[src/rtl/sim_pkg.sv]
// rtl/sim_pkg.sv - shared state encoding, default geometry and floor-to-y helper
package sim_pkg;

  typedef enum logic [1:0] {
    IDLE     = 2'd0,
    WALK_IN  = 2'd1,
    RIDE     = 2'd2,
    WALK_OUT = 2'd3
  } sim_state_t;

  localparam int unsigned DEF_STEP    = 2;
  localparam int unsigned DEF_LOBBY_X = 40;
  localparam int unsigned DEF_CAR_X   = 300;
  localparam int unsigned DEF_EXIT_X  = 600;
  localparam int unsigned DEF_Y_BASE  = 420;
  localparam int unsigned DEF_FLOOR_H = 60;

  // Floor 0 sits at the bottom; higher floors have smaller y on screen.
  function automatic logic [9:0] floor_y(input logic [2:0]  f,
                                         input int unsigned y_base,
                                         input int unsigned floor_h);
    return 10'(y_base - 32'(f) * floor_h);
  endfunction

endpackage

[src/rtl/coord_stepper.sv]
// rtl/coord_stepper.sv - 10-bit coordinate that steps toward a target and clamps on it
module coord_stepper #(
  parameter int unsigned STEP      = 2,
  parameter logic [9:0]  RESET_VAL = 10'd0
) (
  input  logic       clk,
  input  logic       reset_n,
  input  logic       en,
  input  logic       load,
  input  logic [9:0] load_val,
  input  logic [9:0] target,
  output logic [9:0] pos,
  output logic       arrived
);

  logic [9:0] pos_q, pos_d;
  logic [9:0] gap;
  logic [9:0] next_pos;

  // Distance is taken without wrap so the clamp decision never sees an overflowed sum.
  always_comb begin
    gap      = 10'd0;
    next_pos = pos_q;
    if (pos_q < target) begin
      gap      = target - pos_q;
      next_pos = (gap <= 10'(STEP)) ? target : pos_q + 10'(STEP);
    end else begin
      gap      = pos_q - target;
      next_pos = (gap <= 10'(STEP)) ? target : pos_q - 10'(STEP);
    end
    pos_d = pos_q;
    if (load) begin
      pos_d = load_val;
    end else if (en) begin
      pos_d = next_pos;
    end
  end

  // Position register; a load overrides the step so the caller can recycle the sprite.
  always_ff @(posedge clk or negedge reset_n) begin
    if (!reset_n) begin
      pos_q <= RESET_VAL;
    end else begin
      pos_q <= pos_d;
    end
  end

  assign pos     = pos_q;
  assign arrived = en && (gap <= 10'(STEP));

endmodule

[src/rtl/person_animator.sv]
// rtl/person_animator.sv - walks a sprite into the car, rides to a floor, walks it out
module person_animator import sim_pkg::*; #(
  parameter int unsigned STEP    = DEF_STEP,
  parameter int unsigned LOBBY_X = DEF_LOBBY_X,
  parameter int unsigned CAR_X   = DEF_CAR_X,
  parameter int unsigned EXIT_X  = DEF_EXIT_X,
  parameter int unsigned Y_BASE  = DEF_Y_BASE,
  parameter int unsigned FLOOR_H = DEF_FLOOR_H
) (
  input  logic       clk,
  input  logic       reset_n,
  input  logic       frame_tick,
  input  logic       run,
  input  logic       req_valid,
  input  logic [2:0] req_floor,
  output logic       req_ready,
  output logic [1:0] sim_state,
  output logic [7:0] destination,
  output logic [9:0] xpos_person,
  output logic [9:0] ypos_person,
  output logic [2:0] cur_floor
);

  sim_state_t state_q, state_d;
  logic [2:0] dest_floor_q, dest_floor_d;
  logic [2:0] cur_floor_q, cur_floor_d;
  logic [7:0] destination_q, destination_d;

  logic       step;
  logic       x_en, x_load, x_arrived;
  logic       y_en, y_arrived;
  logic [9:0] x_target, y_target;

  assign step     = frame_tick && run && (state_q != IDLE);
  assign x_en     = step && ((state_q == WALK_IN) || (state_q == WALK_OUT));
  assign x_target = (state_q == WALK_OUT) ? 10'(EXIT_X) : 10'(CAR_X);
  assign x_load   = x_arrived && (state_q == WALK_OUT);
  assign y_en     = step && (state_q == RIDE);
  assign y_target = floor_y(dest_floor_q, Y_BASE, FLOOR_H);

  coord_stepper #(.STEP(STEP), .RESET_VAL(10'(LOBBY_X))) u_x (
    .clk      (clk),
    .reset_n  (reset_n),
    .en       (x_en),
    .load     (x_load),
    .load_val (10'(LOBBY_X)),
    .target   (x_target),
    .pos      (xpos_person),
    .arrived  (x_arrived)
  );

  coord_stepper #(.STEP(STEP), .RESET_VAL(10'(Y_BASE))) u_y (
    .clk      (clk),
    .reset_n  (reset_n),
    .en       (y_en),
    .load     (1'b0),
    .load_val (10'(Y_BASE)),
    .target   (y_target),
    .pos      (ypos_person),
    .arrived  (y_arrived)
  );

  // Next-state: accept only in IDLE, advance phases when the stepper lands on its target.
  always_comb begin
    state_d       = state_q;
    dest_floor_d  = dest_floor_q;
    cur_floor_d   = cur_floor_q;
    destination_d = destination_q;
    case (state_q)
      IDLE: begin
        if (req_valid) begin
          dest_floor_d  = req_floor;
          destination_d = 8'h01 << req_floor;
          state_d       = WALK_IN;
        end
      end
      WALK_IN: begin
        if (x_arrived) begin
          state_d = (dest_floor_q == cur_floor_q) ? WALK_OUT : RIDE;
        end
      end
      RIDE: begin
        if (y_arrived) begin
          cur_floor_d = dest_floor_q;
          state_d     = WALK_OUT;
        end
      end
      WALK_OUT: begin
        if (x_arrived) begin
          state_d = IDLE;
        end
      end
      default: state_d = IDLE;
    endcase
  end

  // Control registers; reset forgets any pending trip.
  always_ff @(posedge clk or negedge reset_n) begin
    if (!reset_n) begin
      state_q       <= IDLE;
      dest_floor_q  <= 3'd0;
      cur_floor_q   <= 3'd0;
      destination_q <= 8'h01;
    end else begin
      state_q       <= state_d;
      dest_floor_q  <= dest_floor_d;
      cur_floor_q   <= cur_floor_d;
      destination_q <= destination_d;
    end
  end

  assign req_ready   = (state_q == IDLE);
  assign sim_state   = state_q;
  assign destination = destination_q;
  assign cur_floor   = cur_floor_q;

endmodule

[config.mk]
export PLATFORM = sky130hd
export DESIGN_NAME = person_animator
export DESIGN_NICKNAME = d
export VERILOG_FILES = /design/src/rtl/sim_pkg.sv /design/src/rtl/coord_stepper.sv /design/src/rtl/person_animator.sv
export SDC_FILE = /design/constraint.sdc
export NUM_CORES = 1
export LEC_CHECK = 0
export CAP_MARGIN = 20
export CORE_ASPECT_RATIO = 0.75
export CORE_MARGIN = 1
export CORE_UTILIZATION = 59
export CTS_CLUSTER_DIAMETER = 50
export CTS_CLUSTER_SIZE = 12
export DETAILED_ROUTE_END_ITERATION = 8
export DONT_BUFFER_PORTS = 1
export PLACE_DENSITY = 0.78
export SETUP_SLACK_MARGIN = 0.3
export SYNTH_ARGS = -nofsm -noshare
export SYNTH_HDL_FRONTEND = slang
export SYNTH_SLANG_ARGS = --single-unit
[constraint.sdc]
create_clock -name clk -period 4.5 [get_ports clk]
set_clock_uncertainty 0.15 [all_clocks]
set_input_delay 0.9 -clock clk [delete_from_list [all_inputs] [get_ports clk]]
set_output_delay 0.9 -clock clk [all_outputs]
set_load 0.005 [all_outputs]
# Word level (Yosys, flattened, before mapping)
# Index checks and enable logic that the tools add are counted.
dict set report classes {
  eq_ne 8
  n_bitwise 0
  multipliers 1
  reduce_logical 14
  n_div 0
  add_sub_neg 9
  shifts 1
  muxes 17
  magnitude_cmp 8
}
# op count
set ops {}
lappend ops {{$mux 10} 11}
lappend ops {{$le 10x2->1 const B} 6}
lappend ops {{$sub 10x10->10} 4}
lappend ops {{$add 10x2->10 const B} 2}
lappend ops {{$lt 10x10->1} 2}
lappend ops {{$sub 10x2->10 const B} 2}
lappend ops {{$sub 9x9->10 const A} 1}
lappend ops {{$mux 2} 4}
lappend ops {{$pmux 2 s4} 1}
lappend ops {{$shl 1x3->8 const A} 1}
lappend ops {{$logic_and 1x1->1} 7}
lappend ops {{$mul 3x4->7 const B} 1}
lappend ops {{$ne 2x2->1 const B} 3}
lappend ops {{$eq 2x2->1 const B} 2}
lappend ops {{$reduce_and 2->1} 2}
lappend ops {{$reduce_and 4->1} 1}
lappend ops {{$reduce_bool 2->1} 2}
lappend ops {{$eq 3x3->1} 1}
lappend ops {{$eq 2x1->1 const B} 1}
lappend ops {{$logic_not 2->1} 1}
lappend ops {{$ne 2x1->1 const B} 1}
lappend ops {{$logic_or 1x1->1} 1}
lappend ops {{$mux 1} 1}
dict set report totals {
  word_cells 64
  mem_bits_ro 0
  ff_bits 36
  n_memories 0
  ram_bits 0
  latchBits 0
}

# Logic depth before layout (Yosys ltp)
# Gate-level depths: netlist of the first run.
dict set report depth {
  ltp_word 8
  depth_mapped 21
  mapped_depth_nobuf 18
}

# Cells and area by module
# Synthesis of the first run repeated with hierarchy kept, for this count alone.
dict set report unflattened {
  cells_unflattened 604
  hier_area_um2 4928.5
}
# module cells_each instances area_each_um2
set modules_own_cells {}
lappend modules_own_cells {{coord_stepper at u_y} 256 1 1979.4}
lappend modules_own_cells {{coord_stepper at u_x} 241 1 1878.1}
lappend modules_own_cells {person_animator 107 1 1071.0}

# Least setup slack after synthesis of the first run
# Ideal clock, no wire load.
dict set report synth_path {
  path_type {register to register}
  from {register dest_floor_q[0]}
  to {register u_y.pos_q[6], in the netlist u_y.pos[6]}
  path_slack_ps -340
  n_path_buf 1
  stages_incl_launch_ff 19
  t_required_ps 4210
  arrival_ps 4550
  synth_period_minus_slack_ps 4840
  path_cell_list {dfrtp_1 -> fa_1 -> ha_1 -> ha_1 -> a21oi_1 -> xnor2_1 -> o21ai_0 -> xnor2_1 -> inv_1 -> ha_1 -> clkbuf_1 -> nor3_1 -> a2111oi_2 -> mux2_2 -> o211a_1 -> a31oi_1 -> a31oi_1 -> a2111oi_0 -> a211oi_1}
}
dict set report synth_between {
  elab_chain_cells 6
  elab_cells_between_ends 10
  cone_classes {add/sub (3); mul (1); order compare (3); mux (3)}
}
# element line_no
set synth_lines {}
lappend synth_lines {{start: declaration} person_animator.sv:25} ;# logic [2:0] dest_floor_q, dest_floor_d;
lappend synth_lines {{start signal: assignment} person_animator.sv:106} ;# dest_floor_q <= dest_floor_d;
lappend synth_lines {{$mul 3x4->7 (*)} sim_pkg.sv:22} ;# return 10'(y_base - 32'(f) * floor_h);
lappend synth_lines {{$sub 9x9->10 (*)} sim_pkg.sv:22}
lappend synth_lines {{$sub 10x10->10, on equally long branches} {coord_stepper.sv:28, coord_stepper.sv:25}}
lappend synth_lines {{$le 10x2->1, on equally long branches} {coord_stepper.sv:29, coord_stepper.sv:26}}
lappend synth_lines {{$mux 10, on equally long branches} {coord_stepper.sv:29, coord_stepper.sv:26}}
lappend synth_lines {{$mux 10 (*)} coord_stepper.sv:24} ;# if (pos_q < target) begin
lappend synth_lines {{end signal: assignment} coord_stepper.sv:44} ;# pos_q <= pos_d;
lappend synth_lines {{end: declaration} coord_stepper.sv:16} ;# logic [9:0] pos_q, pos_d;
# Every way passes the cells marked *; elsewhere a longest branch is shown, timed or not.
# A chain may end at the register's enable or synchronous reset.

# Worst setup path after layout of the first run
dict set report layout_path {
  from {register dest_floor_q[2]}
  to {register cur_floor_q[2], in the netlist cur_floor[2]}
}
dict set report layout_between {
  elab_chain_cells 7
  elab_cells_between_ends 9
  cone_classes {add/sub (3); mul (1); order compare (2); mux (1); reduce/logical (2)}
}
# element line_no
set layout_lines {}
lappend layout_lines {{$mul 3x4->7} sim_pkg.sv:22}
lappend layout_lines {{$sub 9x9->10} sim_pkg.sv:22}
lappend layout_lines {{$sub 10x10->10 (tied with other cells)} coord_stepper.sv:28} ;# gap = pos_q - target;
lappend layout_lines {{$mux 10} coord_stepper.sv:24}
lappend layout_lines {{$le 10x2->1} coord_stepper.sv:49} ;# assign arrived = en && (gap <= 10'(STEP));
lappend layout_lines {{$logic_and 1x1->1} coord_stepper.sv:49}
lappend layout_lines {{$reduce_and 2->1 (no line)} --}
lappend layout_lines {{end signal: assignment} person_animator.sv:107} ;# cur_floor_q <= cur_floor_d;
lappend layout_lines {{end: declaration} person_animator.sv:26} ;# logic [2:0] cur_floor_q, cur_floor_d;
# Several ways; a longest one is shown, not always the timed one.

==> results of run 1 <==
==> critical path, delay by kind of cell, from the launching register on <==
kind,cells,cell delay [ns]
XOR/XNOR,1,0.18
flip-flops,1,0.43
AND/OR/NAND/NOR,3,0.54
multiplexers,2,0.35
adder cells (fa/ha/maj),3,1.07
AO/OA/AOI/OAI,5,1.83
buffers and inverters,2,0.39
==> sequential cells by signal, summed over array words and instances, names as in the netlist <==
| name | cells |
|---|---|
| u_x.pos | 9 |
| u_y.pos | 9 |
| destination | 8 |
| cur_floor | 3 |
| dest_floor_q | 3 |
| sim_state | 2 |
==> metal layers <==
| layer | GRT usage | part of all wire | vias up |
|---|---|---|---|
| met5 | 0 | 0 | - |
| met2 | 0.520 | 0.45 | 353 |
| li1 | - | - | 1904 |
| met4 | 0.0796 | 0.036 | 0 |
| met3 | 0.0695 | 0.11 | 74 |
| met1 | 0.480 | 0.41 | 2095 |
==> cells in the mapped netlist (9+ instances only) <==
master,instances
nor2_1,28
o21ai_0,31
xor2_1,10
or3_1,11
inv_1,39
nand3_1,18
ha_1,42
nand2_1,37
clkbuf_1,13
nor3_1,22
xnor2_1,19
dfrtp_1,27
a21oi_1,23
a22o_1,9
==> how the worst min path moves through the flow <==
stage / cells past startpoint / from / to
floorplan: 2 / destination[5] / destination[5]
global placement: 2 / destination[5] / destination[5]
detailed placement: 2 / destination[5] / destination[5]
CTS: 0 / reset_n / dest_floor_q[2]
global route: 0 / reset_n / u_x.pos[6]
finish: 0 / reset_n / u_y.pos[3]
==> stage by stage <==
step | std cells | TNS [ns] | hold slack, ns | util | area [sq um]
after floorplan | 492 | -0.420 | 0.323 | - | 4080
after global placement | 597 | -0.113 | 0.351 | 0.688 | 4410
after detailed placement | 597 | -2.13 | 0.352 | 0.688 | 4410
after CTS | 610 | -0.0356 | 0.145 | 0.744 | 4770
after global routing | 622 | -5.91 | 0.137 | 0.798 | 5120
final | 622 | -5.26 | 0.143 | 0.798 | 5120
==> repair_timing <==
action | in CTS | in global routing
setup endpoints to repair | 14 | 14
pin swaps | 26 | 38
buffers inserted | 5 | 12
hold endpoints to repair | 0 | 0
gates resized for setup | 49 | 51
==> final cells by class <==
cell class / count / area share
Clock buffer: 7 / 0.0169
Clock inverter: 1 / 0.00587
Inverter: 39 / 0.0286
Multi-Input combinational cell: 397 / 0.659
Sequential cell: 34 / 0.168
Tap cell: 81 / 0.0198
Timing Repair Buffer: 63 / 0.101
==> logic make-up after synthesis <==
family	Yosys count	share of synthesized area
other	1	0.000938
adders and majority gates	47	0.157
muxes	11	0.0288
DFF	34	0.215
and+or+nand+nor	151	0.195
AOI/OAI and AO/OA	157	0.277
xor gates and xnor gates	29	0.0636
buffers and inverters	61	0.0626
==> impl_metrics.tcl, run 1 <==
set metrics [dict create \
    place_congestion 0.932 \
    clock-sinks 34 \
    firstDrtPassIters 6 \
    design.die.area_sq_mm 0.00711 \
    drcViolationCount 0 \
    period_share 1.12 \
    ys_seq_elements 34 \
    final-max-slew-violation-count 0 \
    crit_path_end_kind "flop" \
    row_count 25 \
    fin_nets 595 \
    clockBufferDepth 2 \
    routed_wirelength_microns 13900 \
    slowest_delay_ns 0.64 \
    cts_tree "yes" \
    ff2ff_setup_slack_ns -0.54 \
    synthArstFlopShare 1.00 \
    syn_inst 491 \
    synthTopCellsByArea "dfrtp_1, ha_1, dfstp_2" \
    synth_top_cell_by_area "dfrtp_1" \
    reg2reg_depth 16 \
    grt_max_degree 35 \
    failed_checks "setup timing" \
    yosysTopAreaCellShare 0.169 \
    h-tree-depth 2 \
    ys.flop_type "dfrtp_1" \
    ios 42 \
    grt_pass1_vias 3817 \
    cts_hold_buf 0 \
    setup_viol 14 \
    track_usage 0.334 \
    hold_viol 0 \
    synth_edf_count 0 \
    port_buffers 0 \
    cts-root-buf "clkbuf_8" \
    cpMostUsedCell "ha_4" \
    die_h_microns 73.3 \
    seq_area_frac_synth 0.215 \
    multi_input_area_sq_mm 0.00337 \
    dpl.hpwl_microns 8380 \
    yosys_warnings 0 \
    ys_types 69 \
    clk_pin_slew_worst_paths_ns 0.07 \
    place_ws_ns -0.257 \
    timing.fmax_ghz 0.198 \
    synth_area_sq_mm 0.00400 \
    crit_chain "fa_2 -> ha_4 -> nand2_4 -> o311a_4 -> a32oi_4 -> xnor2_4 -> ha_4 -> a2111oi_4 -> mux2i_1 -> a2111oi_1 -> nand3_1 -> buf_6 -> buf_4 -> mux2i_4 -> nand3_2 -> o21ai_1" \
    insertion_delay_ns 0.29 \
    crit_end "cur_floor[2]" \
    rsz0062_at_grt "yes" \
    area_growth_pct 28.1 \
    reg2reg_from "dest_floor_q[2]" \
    layout_commonest_cell "buf_4" \
    crit_path_start "dest_floor_q[2]" \
    grt_overflow 0 \
    max-cap-violations 0 \
    ant_nets 0 \
    antenna_cells 0 \
    grt_first_pass_wirelength_microns 19100 \
    cp.arrival_ns 5.08 \
    cp.required_ns 4.55 \
    fillers 390 \
    detail_route.vias_per_cell 7.12 \
    wl_per_cell_microns 22.4 \
    seqCellArea_sq_um 862 \
    initial_core_util 0.623 \
    cp-start-kind "flop" \
    outcome "complete, but fails checks" \
    drive_gt1_frac 0.287 \
    min_period_ns 5.04 \
    setup.worst_path.class "flop to flop" \
    core_region_area_sq_mm 0.00641 \
    relSlewSlack 0.400 \
    drt_iter0_drc 590 \
    worstMarginPinSlew_ns 0.897 \
    cts_buffers 5 \
    avgSynthCellArea_sq_um 8.14 \
    cp_max_fo 6 \
    antenna_found_initial 0 \
    r2r_end "cur_floor[2]" \
    dieWidth_microns 97.0 \
    vias 4426 \
    min_path_type "input pin to async pin" \
    most-common-layout-cells "buf_4, inv_1, nand2_1, ha_1, dfrtp_1" \
    cp_slowest_cell "fa_2" \
    fin_ws_ns -0.539 \
]
Power of run 1 is left out: the tool's default activity adds up to more than one toggle a clock period on the data nets, which glitch-free logic cannot reach.
==> run 2: changes to the inputs <==
Settings changed: CORE_MARGIN 1 to 4.
==> run 2 against run 1 <==
The flow still finishes with violations (setup timing). Sequential share of layout area grew 0.39 points. Largest cell class unchanged. Setup slack gained 0.36 ns. First-iteration DRC count shrank 24%. Flip-flop and latch count is the same. Routed wire length shrank 10%. Die area grew 15%. Global-route usage shrank 3.0 points. Register-to-register slack gained 0.36 ns.
==> impl_metrics.tcl, run 2 (same netlist as run 1, synthesis figures left out) <==
set metrics [dict create \
    setup.worst_path.class "flop to flop" \
    fin_setup_tns_ns -1.66 \
    grt_pass1_vias 3984 \
    drcViolationCount 0 \
    die_h_microns 79.3 \
    outcome "complete, but fails checks" \
    relSlewSlack 0.417 \
    worstMarginPinSlew_ns 0.872 \
    cts_buffers 5 \
    max-cap-violations 0 \
    hold_viol 0 \
    grt_max_degree 35 \
    vias 4132 \
    ios 42 \
    most-common-layout-cells "buf_4, inv_1, nand2_1" \
    rsz0062_at_grt "yes" \
    use_met3 0.0790 \
    use_met1 0.441 \
    clock-sinks 34 \
    dieWidth_microns 103 \
    firstDrtPassIters 5 \
    fin_ws_ns -0.177 \
    core_region_area_sq_mm 0.00644 \
    grt.busiest_layer "met2" \
    setup_viol 14 \
    crit_path_end_kind "flop" \
    fin_nets 593 \
    detail_route.vias_per_cell 6.66 \
    drt_iter0_drc 451 \
    ant_nets 0 \
    cp.arrival_ns 4.69 \
    min_path_type "input pin to async pin" \
    final-max-slew-violation-count 0 \
    antenna_found_initial 0 \
    drive_gt1_frac 0.265 \
    antenna_cells 0 \
    track_usage 0.304 \
    fin_util 0.776 \
    failed_checks "setup timing" \
    port_buffers 0 \
    wl_per_cell_microns 20.2 \
    initial_core_util 0.620 \
    place_congestion 0.930 \
    h-tree-depth 2 \
    grt_first_pass_wirelength_microns 19800 \
    routed_wirelength_microns 12500 \
    cp_max_fo 8 \
    place_ws_ns -0.185 \
    design.die.area_sq_mm 0.00817 \
    insertion_delay_ns 0.28 \
    clockBufferDepth 2 \
    period_share 1.04 \
    grt_overflow 0 \
    area_growth_pct 25.2 \
    layout_commonest_cell "buf_4" \
    hold-worst-slack_ns 0.154 \
    clk_pin_slew_worst_paths_ns 0.07 \
    row_count 25 \
    dpl.hpwl_microns 8440 \
    timing.fmax_ghz 0.214 \
    cts-root-buf "clkbuf_8" \
    cts_hold_buf 0 \
    min_period_ns 4.68 \
    cp-start-kind "flop" \
    cts_tree "yes" \
    globalRouteMet2Util 0.455 \
    cp.required_ns 4.51 \
]
## run 2: metal layers
metal  wire, microns  share of wire
met5               0              0
met4             255          0.020
met3            1340           0.11
met2            5500           0.44
met1            5430           0.43
## run 2: worst max-delay path: stages, from the launching register on
cell	delay, ns
dfrtp_2	0.42
fa_2	0.63
xor2_1	0.17
ha_2	0.21
a21oi_4	0.06
xnor2_4	0.22
buf_6	0.15
xnor2_4	0.13
inv_2	0.09
ha_4	0.31
o21a_1	0.15
o31a_1	0.26
o31a_1	0.18
o211ai_1	0.17
a221oi_4	0.41
nand3_2	0.14
mux2_4	0.35
a221oi_2	0.25
o22ai_2	0.10
## run 2: path summary, 6_finish.rpt
path | from | end | slack, ns | depth (start not counted)
max reg2reg | dest_floor_q[2] | sim_state[1] | -0.18 | 18
min reg2reg | destination[5] | destination[5] | 0.38 | 2
max | dest_floor_q[2] | sim_state[1] | -0.18 | 18
max in group asynchronous | reset_n | destination[0] | 3.86 | 0
min | reset_n | u_y.pos[4] | 0.15 | 0
min in group clk | destination[5] | destination[5] | 0.38 | 2
## run 2: layout make-up
| type | instances | area (sq um) |
|---|---|---|
| clock buffers | 7 | 76.3 |
| clock inverters | 1 | 30.0 |
| fillers | 411 | 1440 |
| inverters | 39 | 146 |
| multi-input cells | 397 | 3310 |
| flip-flops and latches | 34 | 862 |
| well taps | 81 | 101 |
| repair buffers | 61 | 477 |
## run 2: per-stage QoR
stage	area, sq um	cells
2_1_floorplan	4080	492
3_3_place_gp	4440	601
3_5_place_dp	4440	601
4_1_cts	4820	617
5_1_grt	5000	620
6_report	5000	620
## run 2: repair_timing
action	4_1_cts	5_1_grt
resized for setup	49	30
setup endpoints to repair	14	17
pin swaps	28	18
hold endpoints to repair	0	0
buffers inserted	8	3
Power of run 2 is left out for the same reason.
==> run 3: changes to the inputs <==
Settings changed: GPL_TIMING_DRIVEN set to 0.
==> run 3 against run 2 <==
The run still ends with setup timing left. Register-to-register slack worse by 0.09 ns. Final area shrank 2.0%. First-iteration DRC count rose by 20%. Cell count decreased by 0.81%. Sequential share of layout area is 0.38 points higher. Largest cell class unchanged.
==> impl_metrics.tcl, run 3 (same netlist as run 1, synthesis figures left out) <==
set metrics [dict create \
    worstMarginPinSlew_ns 0.675 \
    fin_util 0.761 \
    area_growth_pct 22.7 \
    cp_slowest_cell "fa_2" \
    ios 42 \
    cts-root-buf "clkbuf_8" \
    clk_pin_slew_worst_paths_ns 0.09 \
    setup.worst_path.class "flop to flop" \
    row_count 25 \
    antenna_cells 0 \
    cts_tree "yes" \
    vias 4122 \
    cts_buffers 5 \
    min_path_type "input pin to async pin" \
    initial_core_util 0.620 \
    fillers 441 \
    h-tree-depth 2 \
    timing.fmax_ghz 0.210 \
    cp.required_ns 4.52 \
    die_h_microns 79.3 \
    place_congestion 0.923 \
    insertion_delay_ns 0.29 \
    routed_wirelength_microns 12200 \
    firstDrtPassIters 5 \
    clock-sinks 34 \
    clockBufferDepth 2 \
    reg2reg_from "dest_floor_q[0]" \
    detail_route.vias_per_cell 6.70 \
    cp_max_fo 10 \
    fin_ws_ns -0.265 \
    slowest_delay_ns 0.62 \
    port_buffers 0 \
    instances_no_fill 615 \
    crit_chain "fa_2 -> xor2_1 -> ha_2 -> a21oi_2 -> xnor2_2 -> buf_4 -> o21ai_2 -> xnor2_2 -> buf_4 -> ha_4 -> nor2_1 -> a2111oi_4 -> and4bb_2 -> a31oi_4 -> nand3_4 -> mux2_4 -> a221oi_2 -> o22ai_1" \
    drive_gt1_frac 0.230 \
    grt_first_pass_wirelength_microns 19200 \
    crit_family "adder cells" \
    drt_iter0_drc 541 \
    relSlewSlack 0.550 \
    ant_nets 0 \
    cts_hold_buf 0 \
    dpl.hpwl_microns 8110 \
    grt_max_degree 35 \
    period_share 1.06 \
    failed_checks "setup timing" \
    critPathBufInv 2 \
    grt_pass1_vias 3882 \
    track_usage 0.293 \
    min_period_ns 4.76 \
    max-cap-violations 0 \
    most-common-layout-cells "inv_1, ha_1, nand2_1" \
    setup_viol 13 \
    grt_overflow 0 \
    drcViolationCount 0 \
    outcome "complete, but fails checks" \
    cp-start-kind "flop" \
    ff2ff_setup_slack_ns -0.26 \
    final-max-slew-violation-count 0 \
    fin_nets 588 \
    hold_viol 0 \
    wl_per_cell_microns 19.8 \
    core_region_area_sq_mm 0.00644 \
    design.die.area_sq_mm 0.00817 \
    crit_path_end_kind "flop" \
    rsz0062_at_grt "yes" \
    dp_cells 573 \
    dieWidth_microns 103 \
    antenna_found_initial 0 \
    fin_setup_tns_ns -2.12 \
    crit_path_start "dest_floor_q[0]" \
    cp.arrival_ns 4.78 \
]
## run 3: cell count changes in the layout (fill, tap and decap cells not counted), sizes merged
cell and delta:
bufinv +1, clkinv +1, clkbuf +11, buf -19
clkinvlp +1, inv -1, mux2 +1
## run 3: routing by layer
| metal | wire length [microns] | share of wire | track usage |
|---|---|---|---|
| met1 | 5400 | 0.44 | 0.430 |
| met5 | 0 | 0 | 0 |
| met4 | 205 | 0.017 | 0.0673 |
| met2 | 5410 | 0.45 | 0.439 |
| met3 | 1140 | 0.094 | 0.0632 |
## run 3: timing repair
action                                  CTS  global route
setup buffers                            22            11
gates resized for setup                  45            32
cloned                                    1             0
pin swaps                                22            23
endpoints found under the setup margin   22            23
## run 3: layout make-up
| cell class | count | area [sq um] | share of cell area |
|---|---|---|---|
| buffer | 22 | 134 | 0.0273 |
| clock buffer | 5 | 68.8 | 0.0140 |
| sequential | 34 | 863 | 0.176 |
| inverter | 39 | 150 | 0.0306 |
| multi-input combinational | 398 | 3240 | 0.661 |
| tap | 81 | 101 | 0.0207 |
| timing repair buffer | 33 | 275 | 0.0562 |
| clock inverter | 3 | 68.8 | 0.0140 |
## run 3: final timing paths
kind	depth (start not counted)	end
worst max register to register	18	sim_state[1]
min in group clk	2	destination[5]
worst max-delay path	18	sim_state[1]
worst min-delay path	0	u_y.pos[9]
worst min register to register	2	destination[5]
max in group asynchronous	0	u_x.pos[5]
## run 3: metrics by stage
stage                     area (sq um)  worst slack, ns  hold WS [ns]
after floorplan                   4080           -0.167         0.323
after global placement            4180           -0.635         0.349
after detailed placement          4180           -0.721         0.366
after CTS                         4720           -0.144         0.140
after global routing              4900           -0.483         0.135
final                             4900           -0.265         0.140
Power of run 3 is left out for the same reason.
